==> src/rtl/n_mem_arbiter.sv <==
// Round-robin arbiter sharing the single read port of the modulus ROM (n_mem)
// between two burst requesters. Drives one address per cycle and carries a
// {valid, owner, last} tag alongside each address to match the 2-cycle ROM latency.
module n_mem_arbiter #(
    parameter int unsigned ADDR_WIDTH = 7,
    parameter int unsigned DATA_WIDTH = 32
) (
    input  logic                  clock,
    input  logic                  reset,
    input  logic                  req0,
    input  logic [ADDR_WIDTH-1:0] base0,
    input  logic [ADDR_WIDTH:0]   len0,
    output logic                  ack0,
    output logic                  rvalid0,
    output logic [DATA_WIDTH-1:0] rdata0,
    output logic                  done0,
    input  logic                  req1,
    input  logic [ADDR_WIDTH-1:0] base1,
    input  logic [ADDR_WIDTH:0]   len1,
    output logic                  ack1,
    output logic                  rvalid1,
    output logic [DATA_WIDTH-1:0] rdata1,
    output logic                  done1,
    output logic [ADDR_WIDTH-1:0] mem_address,
    input  logic [DATA_WIDTH-1:0] mem_q,
    output logic                  busy
);

    typedef enum logic [1:0] {StIdle, StBurst, StDrain} state_e;

    state_e                state_q, state_d;
    logic [ADDR_WIDTH-1:0] addr_q, addr_d;
    logic [ADDR_WIDTH:0]   cnt_q, cnt_d;
    logic [ADDR_WIDTH:0]   len_q, len_d;
    logic                  owner_q, owner_d;
    logic                  last_grant_q, last_grant_d;
    logic                  ack0_q, ack0_d;
    logic                  ack1_q, ack1_d;
    logic                  drain_q, drain_d;
    // Latency pipeline: stage 1 lines up with the ROM address register,
    // stage 2 with the ROM output register.
    logic                  p1_valid_q, p1_owner_q, p1_last_q;
    logic                  p2_valid_q, p2_owner_q, p2_last_q;

    logic elig0, elig1, grant;

    assign elig0 = req0 && (len0 != '0);
    assign elig1 = req1 && (len1 != '0);

    // Next-state: arbitration in idle, address stepping in burst, latency flush in drain.
    always_comb begin
        state_d      = state_q;
        addr_d       = addr_q;
        cnt_d        = cnt_q;
        len_d        = len_q;
        owner_d      = owner_q;
        last_grant_d = last_grant_q;
        ack0_d       = 1'b0;
        ack1_d       = 1'b0;
        drain_d      = drain_q;
        grant        = 1'b0;
        unique case (state_q)
            StIdle: begin
                if (elig0 || elig1) begin
                    // With both eligible, the one that did not win last time goes first.
                    grant        = (elig0 && elig1) ? ~last_grant_q : elig1;
                    addr_d       = grant ? base1 : base0;
                    len_d        = grant ? len1 : len0;
                    owner_d      = grant;
                    last_grant_d = grant;
                    cnt_d        = (ADDR_WIDTH + 1)'(1);
                    ack0_d       = ~grant;
                    ack1_d       = grant;
                    state_d      = StBurst;
                end
            end
            StBurst: begin
                // cnt_q counts addresses already presented, including the current one.
                if (cnt_q == len_q) begin
                    state_d = StDrain;
                    drain_d = 1'b0;
                end else begin
                    addr_d = addr_q + ADDR_WIDTH'(1);
                    cnt_d  = cnt_q + (ADDR_WIDTH + 1)'(1);
                end
            end
            StDrain: begin
                if (drain_q) begin
                    state_d = StIdle;
                end else begin
                    drain_d = 1'b1;
                end
            end
            default: state_d = StIdle;
        endcase
    end

    // State, address and tag pipeline registers with synchronous reset.
    always_ff @(posedge clock) begin
        if (reset) begin
            state_q      <= StIdle;
            addr_q       <= '0;
            cnt_q        <= '0;
            len_q        <= '0;
            owner_q      <= 1'b0;
            last_grant_q <= 1'b1;
            ack0_q       <= 1'b0;
            ack1_q       <= 1'b0;
            drain_q      <= 1'b0;
            p1_valid_q   <= 1'b0;
            p1_owner_q   <= 1'b0;
            p1_last_q    <= 1'b0;
            p2_valid_q   <= 1'b0;
            p2_owner_q   <= 1'b0;
            p2_last_q    <= 1'b0;
        end else begin
            state_q      <= state_d;
            addr_q       <= addr_d;
            cnt_q        <= cnt_d;
            len_q        <= len_d;
            owner_q      <= owner_d;
            last_grant_q <= last_grant_d;
            ack0_q       <= ack0_d;
            ack1_q       <= ack1_d;
            drain_q      <= drain_d;
            p1_valid_q   <= (state_q == StBurst);
            p1_owner_q   <= owner_q;
            p1_last_q    <= (state_q == StBurst) && (cnt_q == len_q);
            p2_valid_q   <= p1_valid_q;
            p2_owner_q   <= p1_owner_q;
            p2_last_q    <= p1_last_q;
        end
    end

    // Outputs: registered address/acks, returned-data strobes from the pipeline tail.
    always_comb begin
        mem_address = addr_q;
        ack0        = ack0_q;
        ack1        = ack1_q;
        busy        = (state_q != StIdle);
        rvalid0     = p2_valid_q && !p2_owner_q;
        rvalid1     = p2_valid_q && p2_owner_q;
        done0       = p2_valid_q && p2_last_q && !p2_owner_q;
        done1       = p2_valid_q && p2_last_q && p2_owner_q;
        rdata0      = mem_q;
        rdata1      = mem_q;
    end

endmodule

==> config.mk <==
export PLATFORM = sky130hd
export DESIGN_NAME = n_mem_arbiter
export DESIGN_NICKNAME = d
export VERILOG_FILES = /design/src/rtl/n_mem_arbiter.sv
export SDC_FILE = /design/constraint.sdc
export NUM_CORES = 1
export LEC_CHECK = 0
export ABC_AREA = 1
export ABC_CLOCK_PERIOD_IN_PS = 2900
export CORE_MARGIN = 2
export CORE_UTILIZATION = 42
export DETAILED_ROUTE_END_ITERATION = 12
export PLACE_DENSITY = 0.87
export SYNTH_ARGS = -nofsm -noshare
export SYNTH_HDL_FRONTEND = slang
export SYNTH_SLANG_ARGS = --single-unit
export TNS_END_PERCENT = 100
==> constraint.sdc <==
create_clock -name clock -period 2.9 [get_ports clock]
set_input_delay 0.58 -clock clock [delete_from_list [all_inputs] [get_ports clock]]
set_output_delay 0.58 -clock clock [all_outputs]
set_load 0.01 [all_outputs]
=== After elaboration in Yosys (flattened, before gate mapping) ===
Cells that the tools add are included.

* Logic and storage cells: 65
* Output and inout bits: 78
* Bits of input ports: 66
* Bits in registers: 36

* Mux-type cells: 15
* Equal/unequal tests: 7
* Reduce and logical (&&, ||, !) cells: 22
* Bitwise operators: 4
* $add $sub $neg: 2

{| class="wikitable"
|+ Operator list
! kind !! number
|-
| 2-to-1 mux 8 bit || 3
|-
| 2-to-1 mux 7 bit || 3
|-
| case mux 8 bit (2 select lines) || 1
|-
| nonzero test 8 bit || 2
|-
| case mux 7 bit (2 select lines) || 1
|-
| logical AND 1 bit || 9
|-
| adder 8 x 1 -> 8 bit (second input constant) || 1
|-
| == test 8 bit || 1
|-
| inequality test 2 bit (second input constant) || 4
|-
| adder 7 x 1 -> 7 bit (second input constant) || 1
|-
| 2-to-1 mux 2 bit || 3
|-
| case mux 2 bit (3 select lines) || 1
|-
| AND reduction 3 bit || 2
|-
| nonzero test 2 bit || 3
|-
| NOT 1 bit || 4
|-
| AND reduction 2 bit || 2
|-
| OR reduction 3 bit || 1
|-
| == test 2 x 1 -> 1 bit (second input constant) || 1
|-
| == test 2 bit (second input constant) || 1
|-
| logical NOT 2 bit || 1
|-
| 2-to-1 mux 1 bit || 2
|-
| case mux 1 bit (2 select lines) || 1
|-
| logical NOT 1 bit || 1
|-
| logical OR 1 bit || 1
|}

=== Logic depth before layout (Yosys ltp) ===
* Depth after elaboration: 7
* Depth in mapped cells: 13

=== Worst setup path before layout ===
OpenSTA, ideal clock, no wires.

* Kind: in2reg
* Start: input port len1[0]
* End: register last_grant_q
* Arrival time: 1.465 ns
* Setup time: 0.111 ns
* Required time: 2.789 ns
* Stages: 10
* Setup slack: 1.324 ns
* Path through: nor2_1 -> nand3_1 -> o21ai_1 -> nand2_1 -> nand2_2 -> inv_2 -> nor2_4 -> inv_2 -> nor2_1 -> nor2_1

* Word-level cells in the longest chain between the ends: 4

{| class="wikitable"
|+ Ends and longest elaborated chain
! item !! line !! source
|-
| from (decl) || 19 || <nowiki>input logic [ADDR_WIDTH:0] len1,</nowiki>
|-
| nonzero test 8 bit (*) || 48 || <nowiki>assign elig1 = req1 && (len1 != '0);</nowiki>
|-
| logical AND 1 bit (*) || 48 ||
|-
| logical AND 1 bit or logical OR 1 bit (tied branches) || 66, 64 ||
|-
| 2-to-1 mux 1 bit or AND reduction 2 bit (tied branches) || n/a ||
|-
| to (signal assigned) || 122 || <nowiki>last_grant_q <= last_grant_d;</nowiki>
|-
| to (decl) || 36 || <nowiki>logic last_grant_q, last_grant_d;</nowiki>
|}

Mark *: on every way between the ends. The rest lies on a longest branch, timed or not.
A chain may end at the register's enable or synchronous reset.

=== Final worst setup path ===
* Start: input port len1[4]
* End: register last_grant_q

The elaborated chain is that of the path after synthesis.

==> metrics.yaml <==
status: "complete, no violations"
num_vias: 2019
drt-total-wl_um: 4800
wl_per_cell_um: 11.1
synth_cell_types: 27
dp.cells: 425
ctsResizeCount: 0
worstPathMaxFanout: 12
hold_viol: 0
drive_gt1_frac: 0.0980
portBuffers: 47
die_x_um: 81.9
grt_setup_unrepaired: "no"
skew_ps: 6.23
ys_ff_latch: 36
ios: 144
overflow: 0
cts_tree: "done"
die_area_um2: 6710
yosys_warnings: 0
cts_buffer_depth: 2
htreeDepth: 2
multiInputGateArea_um2: 1100
synth_fp_nets: 443
p_leak_uw: 0.00121
drv_cap: 0
synth_top_area_share: 0.283
reg2reg_slack_ps: 1300
clk_latency_ps: 280
ctsHoldBuffers: 0
initial_utilization: 0.433
tns_ps: 0
slew_headroom: 0.667
dieHeight_um: 81.9
syn_inst: 375
coreArea_um2: 5890
grt_util_all_layers: 0.154
synth_area_leader_cell: "dfxtp_1"
num_rows: 28
start_kind: "input port"
area.growth.synth_to_final_pct: 4.71
drt_pass1_iterations: 4
fin_nets: 425
antenna_found_initial: 0
crit_required_ps: 3090
period_needed_ps: 2090
period_share: 0.719
drt_iter0_drc: 83
fin_util: 0.453
fin_area_um2: 2670
diodes: 0
instances_no_fill: 432
cts_buffers: 5
clkSlewWorstSetupHoldPaths_ps: 70
vias_per_cell: 4.67
power_uw: 1530
worstPathArrival_ps: 2270
route.detailed.drc: 0
max-vdd-ir-drop_mv: 0.239
netlist_area_um2: 2550
worstMarginPinSlew_ps: 499
cts_setup_buffers: 0
p_per_area_nw_per_um2: 575
crit_type: "input port to flop"
setup_viol_count_final: 0
cp-end-kind: "flop"
grt_pass1_vias: 1879
finalMaxSlewViolations: 0
fmax_ghz: 0.479
hp-class: "flop to flop"
cts_sinks: 36
yosysSeqAreaShare: 0.283
ant_nets: 0
hpwl_um: 3690
regArea_um2: 721
root_buffer: "clkbuf_8"
grt_start_max_net_pins: 21
grt_pass1_wl_um: 8110
synthTopCellsByArea: "dfxtp_1, buf_4, nand2_1"
synth_area_per_cell_um2: 6.80
place_congestion: 0.789
placed_cell_area_um2: 2570
nFillCells: 579
==> critical path, cell delays in order <==
cell             delay (ps)
clkdlybuf4s50_1         430
nor2_1                  160
nand2_1                 100
o21ai_1                 140
nand2_1                  80
nand2_2                 210
inv_2                   150
nor2_4                  220
inv_2                    70
nor2_1                   90
nor2_1                   40
==> registers in the layout, summed over array words and instances, names as in the netlist <==
signal / flops
state_q: 2
ack0: 1
p1_last_q: 1
p2_valid_q: 1
p1_valid_q: 1
p2_last_q: 1
drain_q: 1
mem_address: 7
p2_owner_q: 1
len_q: 8
last_grant_q: 1
cnt_q: 8
owner_q: 1
p1_owner_q: 1
ack1: 1
==> metrics by stage <==
step           hold slack [ps]  setup slack [ps]
2_1_floorplan              388              1320
3_3_place_gp               392               565
3_5_place_dp               394               516
4_1_cts                    403               805
5_1_grt                    407               655
6_report                   402               814
==> synthesized netlist by cell type (all sizes together) <==
cell     n
nor3     3
nand3   34
clkbuf   3
dfxtp   36
nor2    54
nand4    4
o21ai   18
or2      1
nand2   76
nand3b   3
a22oi    1
xor2     4
a21oi   12
inv     46
buf     70
xnor2    8
ha       2
==> routing by layer <==
metal / vias to the layer above / track usage / part of all wire
met4: 0 / 0.0633 / 0.020
met3: 19 / 0.0473 / 0.079
met1: 870 / 0.176 / 0.43
met5: - / 0 / 0
li1: 1061 / - / -
met2: 69 / 0.265 / 0.47
==> cell usage in the layout, fill, tap and decap left out, types with 5 or more instances in the layout <==
master | synthesis | layout
clkbuf_8 | 0 | 7
clkdlybuf4s50_1 | 0 | 47
nor2_1 | 46 | 46
dfxtp_1 | 36 | 36
nand3_1 | 31 | 31
a21oi_1 | 12 | 12
inv_1 | 37 | 37
inv_2 | 8 | 8
o21ai_0 | 5 | 5
nand2_1 | 70 | 70
o21ai_1 | 13 | 13
xnor2_1 | 8 | 8
==> layout make-up <==
type | instances | share of cell area
Inverter | 46 | 0.0656
Tap cell | 75 | 0.0352
Sequential cell | 36 | 0.270
Clock buffer | 7 | 0.0361
Multi-Input combinational cell | 220 | 0.414
Timing Repair Buffer | 48 | 0.179
==> final timing paths <==
path | from | endpoint | depth (start not counted)
max | len1[4] | last_grant_q | 11
min | p1_last_q | p2_last_q | 2
max reg2reg | cnt_q[5] | mem_address[3] | 8
min reg2reg | p1_last_q | p2_last_q | 2
==> logic make-up (layout without fill, tap and decap cells) <==
family | after synthesis | after routing | share of synthesized area
adder cells (fa/ha/maj) | 2 | 2 | 0.00982
AND/OR/NAND/NOR | 175 | 175 | 0.321
flip-flops | 36 | 36 | 0.283
AO/OA/AOI/OAI | 31 | 31 | 0.0619
XOR/XNOR | 12 | 12 | 0.0412
buffers and inverters | 119 | 101 | 0.284
==> power by group <==
part / total (uW) / internal (uW) / switching [uW]
Sequential: 626 / 561 / 65.2
Combinational: 531 / 227 / 304
Clock: 378 / 211 / 166
Total: 1530 / 999 / 535
Power figures use the tool's default switching activity.
